==> src/rtl/popcount_pkg.sv <==
// Shared types and helpers for the sequential population counter family.
// Holds the FSM state encoding, the count-mode constants and the result-width helper.
package popcount_pkg;

    typedef enum logic [1:0] {
        IDLE = 2'd0,
        RUN  = 2'd1,
        DONE = 2'd2
    } state_t;

    localparam logic MODE_ONES  = 1'b0;
    localparam logic MODE_ZEROS = 1'b1;

    // Bits needed to hold a count in the range 0..width inclusive.
    function automatic int cw_of(input int width);
        return $clog2(width + 1);
    endfunction

endpackage

==> src/rtl/popcount_comb.sv <==
// Purely combinational W-bit population count; drop-in generalisation of count32.
// Output width is just wide enough to hold W.
module popcount_comb
    import popcount_pkg::*;
#(
    parameter int W = 32
) (
    input  logic [W-1:0]           data,
    output logic [$clog2(W+1)-1:0] count
);

    localparam int CW = cw_of(W);

    always_comb begin
        count = '0;
        for (int i = 0; i < W; i++) begin
            count = count + CW'(data[i]);
        end
    end

endmodule

==> src/rtl/popcount_seq.sv <==
// Sequential population counter: counts LANES bits per clock of a WIDTH-bit word,
// ones or zeros selected per word, with valid/ready handshakes on both sides.
module popcount_seq
    import popcount_pkg::*;
#(
    parameter int WIDTH = 32,
    parameter int LANES = 8
) (
    input  logic                       clk,
    input  logic                       rst,
    input  logic                       in_valid,
    output logic                       in_ready,
    input  logic [WIDTH-1:0]           in_data,
    input  logic                       in_mode,
    output logic                       out_valid,
    input  logic                       out_ready,
    output logic [$clog2(WIDTH+1)-1:0] out_count,
    output logic                       busy
);

    localparam int N     = WIDTH / LANES;
    localparam int CW    = cw_of(WIDTH);
    localparam int SW    = cw_of(LANES);
    localparam int CNT_W = (N > 1) ? $clog2(N) : 1;

    if (LANES < 1 || LANES > WIDTH || (WIDTH % LANES) != 0) begin : g_bad_params
        $fatal(1, "popcount_seq: illegal LANES=%0d for WIDTH=%0d", LANES, WIDTH);
    end

    state_t             state_q;
    state_t             state_d;
    logic [WIDTH-1:0]   shift_q;
    logic [CW-1:0]      acc_q;
    logic [CNT_W-1:0]   chunk_q;
    logic [SW-1:0]      lane_cnt;
    logic               last_chunk;

    popcount_comb #(
        .W(LANES)
    ) u_lane_count (
        .data  (shift_q[LANES-1:0]),
        .count (lane_cnt)
    );

    assign last_chunk = (chunk_q == CNT_W'(N - 1));
    assign out_count  = acc_q;

    always_comb begin
        state_d   = state_q;
        in_ready  = 1'b0;
        out_valid = 1'b0;
        busy      = 1'b1;
        case (state_q)
            IDLE: begin
                in_ready = 1'b1;
                busy     = 1'b0;
                if (in_valid) state_d = RUN;
            end
            RUN: begin
                if (last_chunk) state_d = DONE;
            end
            DONE: begin
                out_valid = 1'b1;
                if (out_ready) state_d = IDLE;
            end
            default: state_d = IDLE;
        endcase
    end

    // Zeros mode inverts the word once at load so the datapath only ever counts ones.
    always_ff @(posedge clk) begin
        if (rst) begin
            state_q <= IDLE;
            shift_q <= '0;
            acc_q   <= '0;
            chunk_q <= '0;
        end else begin
            state_q <= state_d;
            case (state_q)
                IDLE: begin
                    if (in_valid) begin
                        shift_q <= (in_mode == MODE_ZEROS) ? ~in_data : in_data;
                        acc_q   <= '0;
                        chunk_q <= '0;
                    end
                end
                RUN: begin
                    acc_q   <= acc_q + CW'(lane_cnt);
                    shift_q <= shift_q >> LANES;
                    chunk_q <= chunk_q + CNT_W'(1);
                end
                default: ;
            endcase
        end
    end

endmodule

==> config.mk <==
export PLATFORM = sky130hd
export DESIGN_NAME = popcount_seq
export DESIGN_NICKNAME = d
export VERILOG_FILES = /design/src/rtl/popcount_pkg.sv /design/src/rtl/popcount_comb.sv /design/src/rtl/popcount_seq.sv
export SDC_FILE = /design/constraint.sdc
export NUM_CORES = 1
export LEC_CHECK = 0
export ABC_AREA = 0
export BUFFER_PORTS_ARGS = -buffer_cell sky130_fd_sc_hd__buf_2
export CORE_UTILIZATION = 55
export CTS_CLUSTER_SIZE = 24
export DETAILED_ROUTE_END_ITERATION = 12
export GPL_ROUTABILITY_DRIVEN = 0
export GPL_TIMING_DRIVEN = 0
export PLACE_DENSITY_LB_ADDON = 0.15
export SYNTH_ARGS = -nofsm -noshare
export SYNTH_HDL_FRONTEND = slang
export SYNTH_SLANG_ARGS = --single-unit
==> constraint.sdc <==
create_clock -name clk -period 7.34 [get_ports clk]
set_clock_uncertainty 0.05 [all_clocks]
set_input_delay 0.734 -clock clk [delete_from_list [all_inputs] [get_ports clk]]
set_output_delay 0.734 -clock clk [all_outputs]
set_load 0.01 [all_outputs]
==> results of run 1 <==
## worst max path at each step
stage                                        from                        end  slack, ps  cells after the start
final                     shift_q[0]$_SDFFE_PP0P_  out_count[4]$_SDFFE_PP0P_       3480                     11
after global routing      shift_q[0]$_SDFFE_PP0P_  out_count[5]$_SDFFE_PP0P_       3280                     12
after CTS                 shift_q[0]$_SDFFE_PP0P_  out_count[4]$_SDFFE_PP0P_       3480                     11
after detailed placement  shift_q[0]$_SDFFE_PP0P_  out_count[5]$_SDFFE_PP0P_       3500                     12
after global placement    shift_q[0]$_SDFFE_PP0P_  out_count[5]$_SDFFE_PP0P_       3520                     12
after floorplan           shift_q[0]$_SDFFE_PP0P_  out_count[5]$_SDFFE_PP0P_       3700                     12
## cell families after synthesis
| family | count (synthesis) | share of synthesized area (%) |
|---|---|---|
| AND/OR/NAND/NOR | 60 | 11.88 |
| XOR/XNOR | 33 | 12.47 |
| flip-flops | 42 | 36.29 |
| adder cells (fa/ha/maj) | 13 | 8.640 |
| multiplexers | 1 | 0.4320 |
| buffers and inverters | 36 | 7.235 |
| AO/OA/AOI/OAI | 62 | 23.06 |
## flip-flops by register name, summed over array words and instances, names as in the netlist
name	count
out_count	6
shift_q	32
state_q	2
chunk_q	2
## stage by stage
| stage | utilization, % | std cells | hold WS (ps) | total power [mW] | instance area, um^2 |
|---|---|---|---|---|---|
| floorplan | - | 247 | 383.0 | 0.3537 | 2317 |
| finish | 67.14 | 348 | 423.9 | 0.5607 | 2705 |
| global route | 67.14 | 348 | 443.7 | 0.5926 | 2705 |
| CTS | 67.14 | 348 | 420.1 | 0.5636 | 2705 |
| global placement | 64.41 | 340 | 395.9 | 0.3888 | 2595 |
| detailed placement | 64.41 | 340 | 397.7 | 0.3921 | 2595 |
## final cells by class
class,count,area [um^2]
fill,362,1324
multi-input combinational,169,1309
sequential,42,840.8
timing repair buffer,43,215.2
clock buffer,8,110.1
buffer,18,100.1
inverter,18,67.56
tap,50,62.56
## power by group
group / internal [mW] / switching [mW]
registers: 0.246 / 0.0108
clock network: 0.0950 / 0.0788
logic: 0.0570 / 0.0733
## placed cells by master, fill, tap and decap left out, types with 3 or more instances in the layout
cell type   n
fa_1        5
dfxtp_1    42
ha_1        8
nor2_1     45
a2111oi_1   3
buf_2      54
inv_1      18
clkbuf_8    8
o32ai_1     6
a22oi_1    26
xnor2_1    10
a21oi_1     3
o2bb2ai_1  10
a2111oi_2   6
xor2_1     23
clkbuf_1    4
## metal layers
layer	wire length [um]	GRT usage, %
met4	70	9.309
met1	2432	35.56
met3	201	5.651
met2	2391	38.13
met5	0	0
## critical path, delay by kind of cell (launching register included)
family / cells / cell delay (ps)
AND/OR/NAND/NOR: 2 / 230
adder cells (fa/ha/maj): 6 / 2560
buffers and inverters: 1 / 50
AO/OA/AOI/OAI: 1 / 280
multiplexers: 1 / 230
flip-flops: 1 / 340
## cell usage after synthesis
library cell / n / share of area (%)
fa_1: 5 / 4.3
nor2_2: 2 / 0.54
a32oi_1: 1 / 0.38
nand4_1: 1 / 0.27
a22oi_1: 26 / 8.4
xor2_1: 23 / 8.7
buf_2: 11 / 2.4
buf_6: 2 / 0.97
a211oi_1: 1 / 0.32
clkbuf_1: 4 / 0.65
dfxtp_1: 42 / 36
mux2i_1: 1 / 0.43
o21bai_1: 1 / 0.32
a311o_1: 1 / 0.43
nor2b_1: 2 / 0.54
inv_1: 18 / 2.9
o21a_1: 1 / 0.32
nor2_4: 1 / 0.49
o2bb2ai_1: 10 / 3.8
or2_2: 2 / 0.54
ha_1: 8 / 4.3
buf_4: 1 / 0.32
nor2_1: 45 / 7.3
or2_1: 1 / 0.27
and2b_1: 1 / 0.32
a211oi_2: 1 / 0.54
nand2b_2: 1 / 0.38
nor2b_2: 1 / 0.38
a2111oi_2: 6 / 3.9
a21oi_1: 3 / 0.65
nand2b_1: 2 / 0.54
xnor2_1: 10 / 3.8
nor3b_1: 1 / 0.32
a2111oi_1: 3 / 1.3
o32ai_1: 6 / 2.3
o21ai_0: 2 / 0.43
==> results.py, run 1 <==
metrics = {
    "clock_tree": {
        "clockBufferDepth": 2,
        "cts_tree": "yes",
        "cts_resized": 0,
        "numCtsBuffers": 5,
        "hold_buffers": 0,
        "cts.sinks": 42,
        "clk_latency_ps": 300,
        "cts_max_level": 2,
        "clockRootBuffer": "clkbuf_8",
        "path_clk_slew_ps": 80,
        "post-cts-setup-buffers": 0,
    },
    "worst_setup_path": {
        "rr_startpoint": "shift_q[0]$_SDFFE_PP0P_",
        "required_ps": 7470,
        "rrSetupSlack_ps": 3480,
        "r2r_cells": 11,
        "cp-start-kind": "register",
        "r2r_end": "out_count[4]$_SDFFE_PP0P_",
        "cp_max_fo": 2,
        "cpPeakStageDelay_ps": 500,
        "worstSetupEndpointType": "register",
        "cp_slowest_cell": "fa_1",
        "worstSetupPathType": "register to register",
        "cp.arrival_ps": 3990,
        "cp_cell_sequence": "ha_1 -> inv_1 -> fa_1 -> fa_1 -> fa_1 -> fa_1 -> fa_1 -> nand2b_1 -> a211oi_1 -> mux2i_1 -> nor2_1",
        "cp_common_cell": "fa_1",
    },
    "detailed_routing": {
        "num_vias": 1932,
        "antenna_left": 0,
        "route.detailed.drc": 0,
        "firstDrtPassIters": 5,
        "finalWirelength_um": 5094,
        "drtIter0Drc": 94,
        "drt-wirelength-per-cell_um": 14.64,
        "vias_per_cell": 5.552,
    },
    "sta": {
        "hold_viol_final": 0,
        "fmax_mhz": 259.1,
        "setup_viol": 0,
        "tightest_slew_ps": 668.7,
        "max_slew_margin_pct": 55.42,
        "slew_violations": 0,
        "rsz0062_at_grt": "false",
        "worst_slack_ps": 3480,
        "period_needed_ps": 3860,
        "period_share_pct": 52.59,
        "fin_setup_tns_ps": 0,
    },
    "pwr": {
        "peakVddDrop_mv": 0.1414,
        "p_per_area_nw_per_um2": 207.3,
        "leakage_nw": 1.164,
    },
    "global_route": {
        "track_usage_pct": 25.54,
        "overflow": 0,
        "grt_pass1_wl_um": 8349,
        "antenna_found_initial": 0,
        "grt_max_degree": 13,
        "grt_pass1_vias": 1757,
    },
    "die": {
        "fp.dieW_um": 66.91,
        "core_area_um2": 4029,
        "dieHeight_um": 66.91,
        "dieArea_um2": 4477,
        "rows": 23,
        "start_util_pct": 57.52,
        "io_pins": 46,
    },
    "yosys": {
        "yosys_warnings": 0,
        "synthesis.area_um2": 2317,
        "synth_seq_cells": 42,
        "ys_types": 36,
        "syn_nets": 297,
        "syn_inst": 247,
        "synth_area_per_cell_um2": 9.381,
        "ys_seq_area_share_pct": 36.29,
    },
    "layout": {
        "area_growth_pct": 16.74,
        "num_antenna_cells": 0,
        "nets": 347,
        "final_layout_size_suffix_gt1_share_pct": 26.51,
    },
    "hold_path": {
        "min-delay-start": "shift_q[15]$_SDFFE_PP0P_",
        "hold_class": "register to register",
        "hold_path_depth": 1,
        "holdPathEnd": "shift_q[15]$_SDFFE_PP0P_",
    },
    "place": {
        "port-buffer-count": 43,
        "hpwl_um": 3752,
        "detailedPlace.worstSlack_ps": 3496,
    },
    "flow_run": {
        "cap_violations": 0,
    },
    "outcome": {
        "outcome": "complete, no violations",
    },
}
Power figures use the tool's default switching activity.
==> run 2: changes to the inputs <==
- clock period: 7.34 -> 3.6 ns (I/O delays scaled with it)
==> results.py, run 2 (synthesized netlist as in run 1, its figures left out) <==
metrics = {
    "global_route": {
        "antenna_found_initial": 0,
        "overflow": 0,
        "grt_max_degree": 12,
        "track_usage_pct": 26.34,
        "grt_pass1_wl_um": 8480,
        "grt_pass1_vias": 1773,
    },
    "worst_setup_path": {
        "rrSetupSlack_ps": -90,
        "worstSetupEndpointType": "register",
        "r2r_end": "out_count[5]$_SDFFE_PP0P_",
        "rr_startpoint": "shift_q[0]$_SDFFE_PP0P_",
        "required_ps": 3780,
        "cp_max_fo": 2,
        "cp-start-kind": "register",
        "worstSetupPathType": "register to register",
        "cp.arrival_ps": 3870,
        "endpoint": "out_count[5]$_SDFFE_PP0P_",
        "r2r_cells": 12,
        "startpoint": "shift_q[0]$_SDFFE_PP0P_",
    },
    "detailed_routing": {
        "finalWirelength_um": 5278,
        "vias_per_cell": 5.567,
        "drtIter0Drc": 91,
        "route.detailed.drc": 0,
        "antenna_left": 0,
        "firstDrtPassIters": 4,
        "drt-wirelength-per-cell_um": 15.04,
        "num_vias": 1954,
    },
    "clock_tree": {
        "clockRootBuffer": "clkbuf_8",
        "clockBufferDepth": 2,
        "path_clk_slew_ps": 80,
        "cts_max_level": 2,
        "hold_buffers": 0,
        "clk_latency_ps": 290,
        "cts_tree": "yes",
        "numCtsBuffers": 5,
        "cts.sinks": 42,
    },
    "layout": {
        "num_antenna_cells": 0,
        "top_register": "shift_q",
        "final_cell_mix": "buf_2 (54), nor2_1 (45), dfxtp_1 (40)",
        "area_growth_pct": 19.87,
        "largest_reg_flops": 32,
        "final_layout_size_suffix_gt1_share_pct": 31.56,
        "final_common_cell": "buf_2",
        "nets": 352,
    },
    "sta": {
        "tightest_slew_ps": 692.9,
        "worst_slack_ps": -92.20,
        "setup_viol": 2,
        "fin_setup_tns_ps": -170.3,
        "max_slew_margin_pct": 53.81,
        "fmax_mhz": 270.8,
        "whs_ps": 314.0,
        "slew_violations": 0,
        "period_needed_ps": 3692,
        "hold_viol_final": 0,
        "rsz0062_at_grt": "true",
        "period_share_pct": 102.6,
    },
    "pwr": {
        "peakVddDrop_mv": 0.2826,
        "leakage_nw": 1.178,
        "p_per_area_nw_per_um2": 406.8,
        "p_total_mw": 1.130,
    },
    "place": {
        "port-buffer-count": 43,
        "detailedPlace.worstSlack_ps": -256.3,
        "hpwl_um": 3795,
    },
    "die": {
        "io_pins": 46,
        "core_area_um2": 4029,
        "dieArea_um2": 4477,
        "start_util_pct": 57.52,
        "fp.dieW_um": 66.91,
        "rows": 23,
        "dieHeight_um": 66.91,
    },
    "outcome": {
        "violations": "setup timing",
        "outcome": "finished with violations",
    },
    "flow_run": {
        "cap_violations": 0,
    },
    "hold_path": {
        "hold_class": "input pin to register",
    },
}
-- run 2: changes by cell type in the layout (fill, tap and decap cells not counted), sizes merged --
cell	before	now
clkbuf	12	10
buf	57	62
-- run 2: what timing repair did --
action | CTS | global route
endpoints found under the setup margin | 2 | 5
endpoints found under the hold margin | 0 | 0
setup buffers | 3 | 3
gates resized for setup | 7 | 7
pin swaps | 13 | 12
-- run 2: worst min-delay path by stage --
stage | to | depth (start not counted) | slack [ps] | from
6_report | shift_q[10]$_SDFFE_PP0P_ | 2 | 310 | rst
3_3_place_gp | shift_q[8]$_SDFFE_PP0P_ | 1 | 400 | shift_q[8]$_SDFFE_PP0P_
2_1_floorplan | shift_q[20]$_SDFFE_PP0P_ | 1 | 380 | shift_q[20]$_SDFFE_PP0P_
3_5_place_dp | shift_q[15]$_SDFFE_PP0P_ | 1 | 400 | shift_q[15]$_SDFFE_PP0P_
4_1_cts | shift_q[12]$_SDFFE_PP0P_ | 2 | 300 | rst
5_1_grt | shift_q[10]$_SDFFE_PP0P_ | 2 | 310 | rst
-- run 2: where the power goes --
part | internal (mW) | switching (mW)
clock network | 0.148 | 0.156
registers | 0.502 | 0.0235
logic | 0.138 | 0.163
-- run 2: metal layers --
metal  GRT usage (%)  vias up  part of all wire [%]
li1                -      970                     -
met1           34.27      925                    47
met2           42.42       50                    48
met3           6.678        9                   4.1
met4           7.713        0                   1.2
met5               0        -                     0
-- run 2: worst max-delay path, cell delays in order (launching register included) --
cell and delay (ps):
dfxtp_2 340, ha_4 260, inv_2 30, fa_1 500, fa_1 430, fa_2 370
fa_1 530, inv_2 50, ha_4 210, a211oi_4 220, o21bai_1 130, a311o_1 380
a21oi_2 120
-- run 2: stage by stage --
step / instance area (um^2) / util [%] / instances
after floorplan: 2322 / - / 247
after global placement: 2600 / 64.53 / 340
after detailed placement: 2600 / 64.53 / 340
after CTS: 2725 / 67.64 / 348
after global routing: 2778 / 68.94 / 351
final: 2778 / 68.94 / 351
-- run 2: area by class of cell --
type                       count  area [um^2]
inverter                      18        67.56
buffer                        18        100.1
sequential                    42        843.3
fill                         345         1251
clock buffer                   6        82.58
tap                           50        62.56
timing repair buffer          48        252.7
multi-input combinational    169         1369
